**config.mk**
```make
export PLATFORM = sky130hd
export DESIGN_NAME = fir_out_averager_flat
export DESIGN_NICKNAME = d
export VERILOG_FILES = /design/src/rtl/lia_pkg.sv /design/src/rtl/fir_out_averager_if.sv /design/src/rtl/avg_ring_buf.sv /design/src/rtl/fir_out_averager.sv /design/src/flat_wrapper.sv
export SDC_FILE = /design/constraint.sdc
export NUM_CORES = 1
export LEC_CHECK = 0
export ABC_AREA = 1
export BUFFER_PORTS_ARGS = -buffer_cell sky130_fd_sc_hd__buf_2
export CAP_MARGIN = 20
export CORE_MARGIN = 2
export CORE_UTILIZATION = 50
export CTS_BUF_LIST = sky130_fd_sc_hd__clkbuf_2
export CTS_CLUSTER_DIAMETER = 40
export DETAILED_ROUTE_END_ITERATION = 7
export PLACE_DENSITY = 0.66
export REMOVE_ABC_BUFFERS = 1
export SYNTH_ARGS = -nofsm -noshare
export SYNTH_HDL_FRONTEND = slang
export SYNTH_SLANG_ARGS = --single-unit
export TNS_END_PERCENT = 50
```
**constraint.sdc**
```tcl
create_clock -name i_clk -period 6.3 [get_ports i_clk]
set_clock_uncertainty 0.05 [all_clocks]
set_input_delay 0.63 -clock i_clk [delete_from_list [all_inputs] [get_ports i_clk]]
set_output_delay 0.63 -clock i_clk [all_outputs]
set_load 0.005 [all_outputs]
```
**src/rtl/lia_pkg.sv**
```systemverilog
// Shared LIA-chain definitions: sample width, max averaging window, FSM states.
// Latency: n/a (types and constants only).
// Backpressure: n/a.
package lia_pkg;

    localparam int LIA_DW      = 16;
    localparam int LIA_LGN_MAX = 5;

    typedef enum logic {
        ST_CLEAR,
        ST_RUN
    } state_t;

    // Window exponents above the buffer capacity fall back to the largest window.
    function automatic logic [2:0] clamp_lgn(input logic [2:0] lgn, input int lgn_max);
        logic [2:0] w_max;
        w_max = 3'(lgn_max);
        return (lgn > w_max) ? w_max : lgn;
    endfunction

endpackage

```
**src/rtl/fir_out_averager_if.sv**
```systemverilog
// Sample-in / result-out bundle between FIR_filter output, the averager and readout.
// Latency: n/a (wires only).
// Backpressure: ready is a level; in_valid is dropped by the slave while ready is low.
// Signals: in_valid/in_data (sample strobe + signed sample), ready (slave in RUN),
//          out_valid (1-cycle pulse), out_data (mean), out_sum (raw window sum), warm.
interface fir_out_averager_if
    import lia_pkg::*;
#(
    parameter int DW = LIA_DW,
    parameter int SW = LIA_DW + LIA_LGN_MAX
);
    logic                 in_valid;
    logic signed [DW-1:0] in_data;
    logic                 ready;
    logic                 out_valid;
    logic signed [DW-1:0] out_data;
    logic signed [SW-1:0] out_sum;
    logic                 warm;

    modport master (
        output in_valid, in_data,
        input  ready, out_valid, out_data, out_sum, warm
    );

    modport slave (
        input  in_valid, in_data,
        output ready, out_valid, out_data, out_sum, warm
    );
endinterface

```
**src/rtl/avg_ring_buf.sv**
```systemverilog
// Sample history for the boxcar: 2^AW x DW register array, one write, one async read.
// Latency: write visible next cycle; read is combinational (returns pre-write data).
// Backpressure: none; the caller decides when to write.
// Ports: i_clk, i_we/i_waddr/i_wdata (write), i_raddr -> o_rdata (read).
module avg_ring_buf #(
    parameter int DW = 16,
    parameter int AW = 5
)(
    input  logic          i_clk,
    input  logic          i_we,
    input  logic [AW-1:0] i_waddr,
    input  logic [DW-1:0] i_wdata,
    input  logic [AW-1:0] i_raddr,
    output logic [DW-1:0] o_rdata
);
    // No reset: the owner zero-fills the array in its CLEAR phase.
    logic [DW-1:0] r_mem [1 << AW];

    always_ff @(posedge i_clk) begin
        if (i_we) begin
            r_mem[i_waddr] <= i_wdata;
        end
    end

    assign o_rdata = r_mem[i_raddr];

endmodule

```
**src/rtl/fir_out_averager.sv**
```systemverilog
// 2^lgn-point boxcar on FIR_filter samples, sliding (per sample) or block-decimated.
// Latency: accepted sample in cycle t -> out_valid pulse in t+1.
// Backpressure: ready low during CLEAR (buffer zero-fill); samples offered then are dropped.
// Ports: i_clk, i_rst (sync, active high), i_en (0 freezes everything), i_lgn, i_mode,
//        bus (slave side of fir_out_averager_if).
module fir_out_averager
    import lia_pkg::*;
#(
    parameter int DW      = LIA_DW,
    parameter int LGN_MAX = LIA_LGN_MAX
)(
    input  logic       i_clk,
    input  logic       i_rst,
    input  logic       i_en,
    input  logic [2:0] i_lgn,
    input  logic       i_mode,
    fir_out_averager_if.slave bus
);
    localparam int SW    = DW + LGN_MAX;
    localparam int AW    = LGN_MAX;
    localparam int DEPTH = 1 << LGN_MAX;
    localparam int CW    = LGN_MAX + 1;

    state_t               r_state;
    logic [2:0]           r_lgn;
    logic                 r_mode;
    logic [AW-1:0]        r_ptr;
    logic signed [SW-1:0] r_sum;
    logic [CW-1:0]        r_cnt;
    logic                 r_warm;
    logic                 r_out_valid;
    logic signed [DW-1:0] r_out_data;
    logic signed [SW-1:0] r_out_sum;

    logic [2:0]           w_lgn_eff;
    logic                 w_cfg_change;
    logic                 w_accept;
    logic [CW-1:0]        w_n;
    logic [CW-1:0]        w_cnt_inc;
    logic                 w_full;
    logic [AW-1:0]        w_raddr;
    logic [DW-1:0]        w_rdata;
    logic signed [DW-1:0] w_old;
    logic signed [SW-1:0] w_in_ext;
    logic signed [SW-1:0] w_old_ext;
    logic signed [SW-1:0] w_sum_res;
    logic signed [SW-1:0] w_mean_full;
    logic                 w_we;
    logic [DW-1:0]        w_wdata;

    assign w_lgn_eff = clamp_lgn(i_lgn, LGN_MAX);

    // A config change seen in RUN wins over a sample in the same cycle, so nothing
    // computed with the old window leaks out after the switch.
    assign w_cfg_change = (w_lgn_eff != r_lgn) || (i_mode != r_mode);
    assign w_accept     = (r_state == ST_RUN) && i_en && bus.in_valid && !w_cfg_change;

    assign w_n       = CW'(1) << r_lgn;
    assign w_cnt_inc = r_cnt + CW'(1);
    assign w_full    = (w_cnt_inc == w_n);

    // Entry leaving the window; for the full 2^LGN_MAX window this is the slot
    // about to be overwritten, read before the write lands.
    assign w_raddr   = r_ptr - w_n[AW-1:0];
    assign w_old     = w_rdata;
    assign w_in_ext  = SW'(bus.in_data);
    assign w_old_ext = SW'(w_old);
    assign w_sum_res = r_mode ? (r_sum + w_in_ext) : (r_sum + w_in_ext - w_old_ext);

    // Arithmetic shift floors toward -inf; result always fits DW.
    assign w_mean_full = w_sum_res >>> r_lgn;

    assign w_we    = ((r_state == ST_CLEAR) && i_en) || (w_accept && !r_mode);
    assign w_wdata = (r_state == ST_CLEAR) ? '0 : bus.in_data;

    avg_ring_buf #(
        .DW (DW),
        .AW (AW)
    ) u_ring (
        .i_clk   (i_clk),
        .i_we    (w_we),
        .i_waddr (r_ptr),
        .i_wdata (w_wdata),
        .i_raddr (w_raddr),
        .o_rdata (w_rdata)
    );

    always_ff @(posedge i_clk) begin
        if (i_rst) begin
            r_state     <= ST_CLEAR;
            r_lgn       <= '0;
            r_mode      <= 1'b0;
            r_ptr       <= '0;
            r_sum       <= '0;
            r_cnt       <= '0;
            r_warm      <= 1'b0;
            r_out_valid <= 1'b0;
            r_out_data  <= '0;
            r_out_sum   <= '0;
        end else if (!i_en) begin
            r_out_valid <= 1'b0;
        end else begin
            r_lgn       <= w_lgn_eff;
            r_mode      <= i_mode;
            r_out_valid <= 1'b0;
            case (r_state)
                ST_CLEAR: begin
                    r_ptr <= r_ptr + AW'(1);
                    if (r_ptr == AW'(DEPTH - 1)) begin
                        r_state <= ST_RUN;
                    end
                end
                ST_RUN: begin
                    if (w_cfg_change) begin
                        r_state <= ST_CLEAR;
                        r_ptr   <= '0;
                        r_sum   <= '0;
                        r_cnt   <= '0;
                        r_warm  <= 1'b0;
                    end else if (w_accept) begin
                        if (!r_mode) begin
                            r_ptr       <= r_ptr + AW'(1);
                            r_sum       <= w_sum_res;
                            r_out_valid <= 1'b1;
                            r_out_sum   <= w_sum_res;
                            r_out_data  <= DW'(w_mean_full);
                            // Counter only needed until the window first fills.
                            if (!r_warm) begin
                                r_cnt <= w_cnt_inc;
                            end
                            if (w_full) begin
                                r_warm <= 1'b1;
                            end
                        end else if (w_full) begin
                            r_out_valid <= 1'b1;
                            r_out_sum   <= w_sum_res;
                            r_out_data  <= DW'(w_mean_full);
                            r_sum       <= '0;
                            r_cnt       <= '0;
                            r_warm      <= 1'b1;
                        end else begin
                            r_sum <= w_sum_res;
                            r_cnt <= w_cnt_inc;
                        end
                    end
                end
                default: r_state <= ST_CLEAR;
            endcase
        end
    end

    assign bus.ready     = (r_state == ST_RUN);
    assign bus.out_valid = r_out_valid;
    assign bus.out_data  = r_out_data;
    assign bus.out_sum   = r_out_sum;
    assign bus.warm      = r_warm;

endmodule
```
**src/flat_wrapper.sv**
```systemverilog
// flat-port wrapper written by rule: the top's interface ports become plain ports
module fir_out_averager_flat import lia_pkg::*;
#(
    parameter int DW      = LIA_DW,
    parameter int LGN_MAX = LIA_LGN_MAX
)
  (i_clk, i_rst, i_en, i_lgn, i_mode, bus_in_valid, bus_in_data, bus_ready, bus_out_valid, bus_out_data, bus_out_sum, bus_warm);
  fir_out_averager_if #(.DW(DW)) bus_i ();
  input  logic i_clk;
  input  logic i_rst;
  input  logic i_en;
  input  logic [2:0] i_lgn;
  input  logic i_mode;
  input wire logic [$bits(bus_i.in_valid)-1:0] bus_in_valid;
  input wire logic [$bits(bus_i.in_data)-1:0] bus_in_data;
  output wire logic [$bits(bus_i.ready)-1:0] bus_ready;
  output wire logic [$bits(bus_i.out_valid)-1:0] bus_out_valid;
  output wire logic [$bits(bus_i.out_data)-1:0] bus_out_data;
  output wire logic [$bits(bus_i.out_sum)-1:0] bus_out_sum;
  output wire logic [$bits(bus_i.warm)-1:0] bus_warm;
  assign bus_i.in_valid = bus_in_valid;
  assign bus_i.in_data = bus_in_data;
  assign bus_ready = bus_i.ready;
  assign bus_out_valid = bus_i.out_valid;
  assign bus_out_data = bus_i.out_data;
  assign bus_out_sum = bus_i.out_sum;
  assign bus_warm = bus_i.warm;
  fir_out_averager #(.DW(DW), .LGN_MAX(LGN_MAX)) u_core (.i_clk(i_clk), .i_rst(i_rst), .i_en(i_en), .i_lgn(i_lgn), .i_mode(i_mode), .bus(bus_i));
endmodule
```
Word level (Yosys, flattened, before mapping)
Memory sizes are Yosys's and may differ from the RTL's. Cells that the tools add are included.

Output and inout bits: 40. Bits in registers: 76. Input port bits: 24. Memory bits (writable): 512. Word-level logic and storage cells: 78. Memories kept: 1.

Add/sub/neg operators: 5. Order comparisons: 1. Mux-type cells: 30. Bitwise logic cells: 4. Reductions and logical operators: 17. Eq/ne operators: 8. Shifts and indexed selects: 2.

Memories: u_core.u_ring.r_mem (words 32, width 16, rd ports 1, clocked after Yosys merged registers in 0, write ports 1, line avg_ring_buf.sv:17) `logic [DW-1:0] r_mem [1 << AW];`.

Operators with widths (count): $mux 21 (7); $mux 16 (3); $mux 6 (5); $add 21x16->21 (1); $sshr 21x3->16 (1); $sub 21x16->21 (1); $mux 5 (3); $pmux 5 s2 (1); $mux 1 (9); $reduce_and 4->1 (2); $add 6x1->6 const B (1); $eq 6x6->1 (1); $ne 3x3->1 const B (2); $reduce_and 3->1 (2); $shl 1x3->6 const A (1); $add 5x1->5 const B (1); $eq 5x5->1 const B (1); $logic_and 1x1->1 (5); $reduce_and 5->1 (1); $reduce_or 5->1 (1); $sub 5x5->5 (1); $not 1->1 (4); $reduce_bool 2->1 (2); $gt 3x3->1 const B (1); 8 further kinds (10).

Longest topological paths before layout
Gate-level depths: netlist of the first run.

Depth after elaboration: 10. Mapped depth: 37. Gate-level depth less buffers: 35.

By module
A second synthesis of the first run with hierarchy kept.

Cells, all modules: 2974. Area total of the unflattened synthesis: 28075.7 µm².

By module, submodules not included: avg_ring_buf (cells an instance 1778, times used 1, area an instance 20981.4 µm², seq. area each 15374.7 µm²); fir_out_averager (cells an instance 1196, times used 1, area an instance 7094.3 µm², seq. area each 1521.5 µm²).

Worst setup path after synthesis of the first run
Ideal clock, no wire load.

Path kind: reg-to-reg. Start point: register u_core.r_lgn[0]. End point: register u_core.r_out_data[7] (netlist: u_core.bus.out_data[7]). Slack: 1.451 ns. Period minus slack after synthesis: 4.849 ns. Data arrival time: 4.667 ns. Required time: 6.118 ns. Stages on the path, launching flop included: 33. Path buffers: 4. Setup time: 0.132 ns. Cells stage by stage: dfxtp_1 -> buf_4 -> nor2_4 -> nand2_1 -> inv_1 -> ha_1 -> fa_1 -> inv_1 -> clkbuf_1 -> clkbuf_1 -> buf_1 -> a32o_1 -> nand2_1 -> o21ai_0 -> o21ai_0 -> o21ai_0 -> inv_1 -> ha_1 -> fa_1 -> inv_1 -> nand3_1 -> nand3_1 -> nand2_1 -> nand2_1 -> nand2_1 -> nand2_1 -> a21oi_1 -> o21ai_0 -> nand3_1 -> nand3_1 -> nand3_1 -> nand3_1 -> a21oi_1.

Longest elaborated chain between the ends: 8. Elaborated cells on any way between the ends: 16. Classes of those cells: add/sub: 2; eq/ne: 3; shift: 2; mux: 3; bitwise: 1; reduce/logical: 4; memory: 1.

RTL lines: start: declaration (line fir_out_averager.sv:25) `logic [2:0] r_lgn;`; start signal: assignment (line fir_out_averager.sv:103) `r_lgn <= w_lgn_eff;`; $shl 1x3->6 (line fir_out_averager.sv:58) `assign w_n = CW'(1) << r_lgn;`; $sub 5x5->5 (line fir_out_averager.sv:64) `assign w_raddr = r_ptr - w_n[AW-1:0];`; $mem_v2 32x16; $sub 21x16->21 (line fir_out_averager.sv:68) `assign w_sum_res = r_mode ? (r_sum + w_in_ext) : (r_sum + w_in_ext - w_old_ext);`; $mux 21 (line fir_out_averager.sv:68); $sshr 21x3->16 (line fir_out_averager.sv:71) `assign w_mean_full = w_sum_res >>> r_lgn;`; $mux 16 (line fir_out_averager.sv:134) `end else if (w_full) begin`; $mux 16 (line fir_out_averager.sv:121) `if (!r_mode) begin`; end signal: assignment (line fir_out_averager.sv:126) `r_out_data <= DW'(w_mean_full);`; end signal: assignment (line fir_out_averager.sv:137) `r_out_data <= DW'(w_mean_full);`; end: declaration (line fir_out_averager.sv:32) `logic signed [DW-1:0] r_out_data;`.

Parallel ways exist; a longest one is shown, timed or not. The select of a mux whose other input is x is not followed. A chain may end at the register's enable or synchronous reset.

Final worst setup path of the first run
Start point: register u_core.r_lgn[0]. End point: register u_core.r_out_data[15] (netlist: u_core.bus.out_data[15]).

The elaborated chain is that of the path after synthesis.

==> results.toml, run 1 <==
[cts]
tritoncts.num_buffers = 149
cts_tree = "yes"
ctsRootBufferMaster = "clkbuf_2"
cts_max_level = 4
cts_sinks = 588
clk_latency_ns = 1.35
clockBufferDepth = 3
path_clk_slew_ns = 0.10

[critical_path]
critPathSlowestCell = "fa_4"
reg2reg_depth = 28
rr_startpoint = "u_core.r_lgn[0]"
cp_max_fo = 57
reg2reg_to = "u_core.bus.out_data[15]"
crit_type = "reg -> reg"
reg2reg_slack_ns = 0.42
slowest_delay_ns = 0.74
critical_path_required_ns = 7.50
cpMostUsedCell = "nand3_1"
cp-start-kind = "flop"
endpoint_kind = "flop"
crit_family = "simple AND/OR/NAND/NOR gates"
cp.buffers_inverters = 7
worstPathArrival_ns = 7.09

[sta]
max_freq_ghz = 0.170
final_max_slew_viol_count = 0
rsz0062_at_grt = "no"
fin_crit_sh_pct = 93.4
period_minus_slack_ns = 5.88
whs_ns = 0.175
hold_viol = 0
setup_violations = 0
worst_slack_ns = 0.417
relSlewSlack_pct = 23.9
tightestPinTransition_ns = 1.14

[placed_design]
placed_cells = 3350
dp_slack_ns = 0.444
io_buffers = 63
dp_hpwl_mm = 52.7
gp_congestion = 0.987

[grt]
grt_pass1_wl_mm = 122
grt_util_all_layers_pct = 29.2
first_global_vias = 20798
gr-total-overflow = 0
antenna_found_initial = 2
grt_max_degree = 86

[worst_hold_path]
hp-class = "in -> reg"
whs_endpoint = "u_core.bus.out_sum[2]"
worstHoldStart = "bus_in_data[2]"
whs_path_depth = 7

[floorplanning]
dieArea_mm2 = 0.0559
die_h_um = 236
rows = 85
die_w_um = 236
initial_core_util_pct = 50.4
core_mm2 = 0.0536
ioPinCount = 64

[yosys]
async_reset_ff_share_pct = 0
synth_cell_types = 49
ys.flop_type = "edfxtp_1"
synth_area_mm2 = 0.0270
yosys_warnings = 0
synth_seq_cells = 588
netlist_instances = 2652
ys_seq_area_share_pct = 62.6
syn_avg_cell_area_um2 = 10.2
synth_edf_count = 512

[route]
drtIter0Drc = 2163
drt_pre_antenna_iters = 8
routed_wl_mm = 81.2
viasPerCell = 5.86
num_vias = 21250
wl_per_cell_um = 22.4
drcViolationCount = 0
detail-route-antenna-nets = 0

[layout]
final_util_pct = 56.1
final_nets = 2916
areaGrowthSynthToFinish_pct = 11.4
layout_common_cells = "545 x nand2_1, 512 x edfxtp_1, 256 x nor2_1"
layoutNonFillerInstCount = 3627
layout_commonest_cell = "nand2_1"
layout-drive-gt1-share_pct = 13.7

[outcome]
status = "finished clean"

[flow_run]
cap_violations = 0

[pwr]
p_per_area_mw_per_mm2 = 322
max-vdd-ir-drop_mv = 0.141
leakage_uw = 0.0120
-- what timing repair did --
item | 4_1_cts | 5_1_grt
gates resized for setup | 0 | 2
setup endpoints to repair | 0 | 7
hold endpoints to repair | 271 | 40
hold buffers | 24 | 3
setup buffers | 0 | 0
-- worst register-to-register path, delay by kind of cell, from the launching register on --
kind,cells,cell delay [ns]
flops,1,0.45
fa+ha+maj,2,1.15
simple gates,14,2.00
buf+inv,7,1.12
compound gates,5,1.00
-- logic make-up (layout without fill, tap and decap cells) --
kind of cell | count (synthesis) | after routing | share of synthesized area (%)
fa+ha+maj | 56 | 56 | 2.68
other cells | 0 | 2 | 0
flops | 588 | 588 | 62.6
xor+xnor | 28 | 28 | 0.964
compound gates | 621 | 621 | 13.1
simple gates | 1050 | 1050 | 16.1
buf+inv | 309 | 586 | 4.55
-- Yosys cell counts, drive strengths merged (2+ instances only) --
master | count | area [um2]
xnor2 | 5 | 51.3
nand3b | 11 | 82.6
a21o | 2 | 15.0
o221ai | 30 | 263
nand3 | 203 | 1020
xor2 | 23 | 209
dfxtp | 76 | 1520
o211ai | 2 | 15.0
o22ai | 50 | 313
a31oi | 11 | 68.8
o21bai | 5 | 37.5
a22oi | 12 | 90.1
and2 | 7 | 43.8
fa | 3 | 60.1
or2 | 3 | 18.8
ha | 53 | 663
buf | 35 | 189
edfxtp | 512 | 15400
nand2 | 546 | 2050
nor4 | 2 | 12.5
inv | 162 | 608
a32o | 15 | 150
clkbuf | 110 | 423
a211oi | 8 | 60.1
nand4 | 7 | 43.8
o21ai | 257 | 1290
a31o | 5 | 43.8
a21oi | 202 | 1010
a221oi | 20 | 175
nor3 | 8 | 40.0
nor2 | 262 | 1030
clkinv | 2 | 8.75
-- report_power, final --
part	switching, uW	total [uW]	internal [uW]
Combinational	2090	2980	893
Sequential	7.21	4190	4180
Clock	1520	2520	994
Total	3620	9690	6070
-- worst max-delay path by stage --
| stage | start | to | slack (ns) | depth (start not counted) |
|---|---|---|---|---|
| CTS | u_core.r_lgn[1] | u_core.bus.out_data[11] | 0.44 | 30 |
| global route | u_core.r_lgn[2] | u_core.bus.out_data[11] | 0.06 | 30 |
| finish | u_core.r_lgn[0] | u_core.bus.out_data[15] | 0.42 | 28 |
| detailed placement | u_core.r_lgn[1] | u_core.bus.out_data[5] | 0.44 | 25 |
| global placement | u_core.r_lgn[1] | u_core.bus.out_data[7] | 0.49 | 30 |
| floorplan | u_core.r_lgn[2] | u_core.bus.out_data[3] | -6.77 | 27 |
-- registers in the layout, indices dropped and copies added, names as in the netlist --
name / count
u_core.r_cnt: 6
u_core.r_sum: 21
u_core.r_ptr: 5
u_core.bus.out_valid: 1
u_core.r_lgn: 3
u_core.bus.warm: 1
u_core.bus.out_data: 16
u_core.bus.ready: 1
u_core.u_ring.r_mem: 512
u_core.r_mode: 1
u_core.bus.out_sum: 21
-- layout make-up --
type | count | area [um2]
fill | 4730 | 23500
sequential | 588 | 16900
multi-input combinational | 1755 | 8930
timing repair buffer | 178 | 1470
clock buffer | 201 | 1010
tap | 696 | 871
inverter | 164 | 624
clock inverter | 43 | 289
antenna | 2 | 5.00
-- metal layers --
layer	track usage [%]	part of all wire [%]	up-vias
li1	-	-	9842
met1	38.5	41	10364
met2	47.3	48	908
met3	6.50	8.0	136
met4	11.1	3.0	0
met5	0	0	-
-- through the flow --
step                      setup TNS [ns]  area [um2]  total power [uW]
after floorplan                  -364.91       26400              6120
after global placement                 0       28400              7170
after detailed placement               0       28400              7180
after CTS                              0       30000              9690
after global routing                   0       30100             10200
final                                  0       30100              9690
No activity file was read; power rests on OpenSTA's default activity.
==> run 2: changes to the inputs <==
SYNTH_HIERARCHICAL = 1   (was not set)
==> results.toml, run 2 <==
[critical_path]
critical_path_required_ns = 7.39
critPathSlowestCell = "dfxtp_1"
cp_max_fo = 18
crit_type = "reg -> reg"
slowest_delay_ns = 0.63
reg2reg_slack_ns = 0.47
reg2reg_to = "u_core/bus.out_data[14]"
worstPathArrival_ns = 6.92
rr_startpoint = "u_core/r_lgn[1]"
cp.buffers_inverters = 5
crit_start = "u_core/r_lgn[1]"
cpMostUsedCell = "nand2_1"
cp-start-kind = "flop"
crit_family = "simple AND/OR/NAND/NOR gates"
worstSetupPathDepth = 29
reg2reg_depth = 29
crit_path_end = "u_core/bus.out_data[14]"
endpoint_kind = "flop"

[sta]
tightestPinTransition_ns = 1.17
hold_viol = 0
relSlewSlack_pct = 22.1
setup_violations = 0
max_freq_ghz = 0.172
rsz0062_at_grt = "no"
whs_ns = 0.223
period_minus_slack_ns = 5.83
tns_ns = 0
fin_crit_sh_pct = 92.5
final_max_slew_viol_count = 0

[route]
drcViolationCount = 0
wl_per_cell_um = 20.3
routed_wl_mm = 81.2
num_vias = 22151
drt_pre_antenna_iters = 6
detail-route-antenna-nets = 0
viasPerCell = 5.53
drtIter0Drc = 2302

[cts]
ctsRootBufferMaster = "clkbuf_2"
cts_sinks = 588
cts_tree = "yes"
tritoncts.num_buffers = 152
clockBufferDepth = 3
path_clk_slew_ns = 0.09
cts_setup_buffers = 0
clk_latency_ns = 1.32
cts_max_level = 4
ctsHoldBuffers = 28
cts_resized = 0

[pwr]
max-vdd-ir-drop_mv = 0.168
combPwrFrac_pct = 30.9
intPower_uw = 6130
p_total_uw = 9860
swShare_pct = 37.9
p_per_area_mw_per_mm2 = 321
p_seq_share_pct = 42.5
switchingPower_uw = 3740
pwr-share-clk_pct = 26.5
leakage_uw = 0.0129

[layout]
regMostFlops = "u_core/u_ring/r_mem"
final_nets = 3227
fill_cells = 5072
layout-drive-gt1-share_pct = 12.4
final_util_pct = 55.6
areaGrowthSynthToFinish_pct = 9.46
layout_common_cells = "1,106 x nand2_1, 521 x nand3_1, 512 x edfxtp_1"
layout_commonest_cell = "nand2_1"
largest_reg_flops = 512
final_cell_area_mm2 = 0.0307

[yosys]
ys_seq_area_share_pct = 60.2
synth_area_mm2 = 0.0281
synth_seq_cells = 588
ys.flop_type = "edfxtp_1"
yosys_warnings = 6
synth_most_common_cell = "nand2_1"
yosys.area.top_type_share_pct = 54.8
synthTopCellsByCount = "1,106 x nand2_1, 521 x nand3_1, 512 x edfxtp_1"
synth_edf_count = 512
async_reset_ff_share_pct = 0
yosysTopAreaCell = "edfxtp_1"
synth_cell_types = 48
netlist_instances = 2974
synth_top_cells_by_area = "edfxtp_1 55%, nand2_1 15%, nand3_1 9.3%, dfxtp_1 5.4%, inv_1 2.4%"
syn_avg_cell_area_um2 = 9.44

[placed_design]
dp_hpwl_mm = 50.5
gp_congestion = 0.941
io_buffers = 63
place_area_mm2 = 0.0291

[floorplanning]
rows = 86
die_h_um = 241
die_w_um = 241
core_mm2 = 0.0553
initial_core_util_pct = 50.8
ioPinCount = 64
dieArea_mm2 = 0.0581

[grt]
grt_max_degree = 138
grt_util_all_layers_pct = 28.3
grt_pass1_wl_mm = 123
antenna_found_initial = 3
first_global_vias = 21330
gr-total-overflow = 0

[flow_run]
cap_violations = 0

[outcome]
status = "finished clean"

[worst_hold_path]
hp-class = "in -> reg"
run 2: layout make-up:
class,count,area (um2),area share [%]
Antenna cell,1,2.50,0.00814
Multi-Input combinational cell,2053,9510,30.9
Inverter,188,736,2.39
Sequential cell,588,16900,55.0
Clock buffer,205,1030,3.34
Tap cell,748,936,3.05
Timing Repair Buffer,170,1290,4.20
Clock inverter,55,337,1.10
run 2: how the worst min path moves through the flow:
stage                         start         endpoint  depth (start not counted)
finish               bus_in_data[1]  u_core/r_sum[1]                          7
CTS                  bus_in_data[1]  u_core/r_sum[1]                          7
global route         bus_in_data[1]  u_core/r_sum[1]                          7
floorplan           u_core/r_sum[0]  u_core/r_sum[0]                          2
global placement    u_core/r_sum[2]  u_core/r_sum[2]                          2
detailed placement  u_core/r_sum[0]  u_core/r_sum[0]                          2
run 2: power groups by stage:
stage	sequential [uW]	clock [uW]	combinational (uW)
finish	4200	2620	3050
global route	4200	2880	3370
CTS	4190	2700	3010
detailed placement	4280	0	2990
global placement	4280	0	2970
floorplan	4290	0	2040
run 2: stage by stage:
step / setup WS [ns] / instances
6_report: 0.471 / 4008
4_1_cts: 0.598 / 4005
5_1_grt: 0.106 / 4008
2_1_floorplan: -2.96 / 2829
3_5_place_dp: 0.560 / 3717
3_3_place_gp: 0.543 / 3715
run 2: logic make-up (layout without fill, tap and decap cells):
logic type	after synthesis	after routing	share of synthesized area [%]
other cells	0	1	0
flops	588	588	60.2
simple gates	1802	1802	27.2
buf+inv	333	618	6.01
xor+xnor	26	26	0.838
compound gates	175	175	3.43
fa+ha+maj	50	50	2.31
run 2: layer usage:
metal	global-route usage, %	vias to the layer above	part of all wire [%]
met2	45.0	949	47
met1	38.2	10564	42
met3	5.74	149	8.0
li1	-	10487	-
met4	11.2	2	3.0
met5	0	-	0.016
run 2: worst register-to-register path, delay by kind of cell (launching register included):
family / cells / cell delay (ns)
and+or+nand+nor: 19 / 2.70
xor gates and xnor gates: 1 / 0.19
DFF: 1 / 0.63
buffers and inverters: 5 / 1.07
adders and majority gates: 3 / 1.06
AOI/OAI and AO/OA: 1 / 0.05
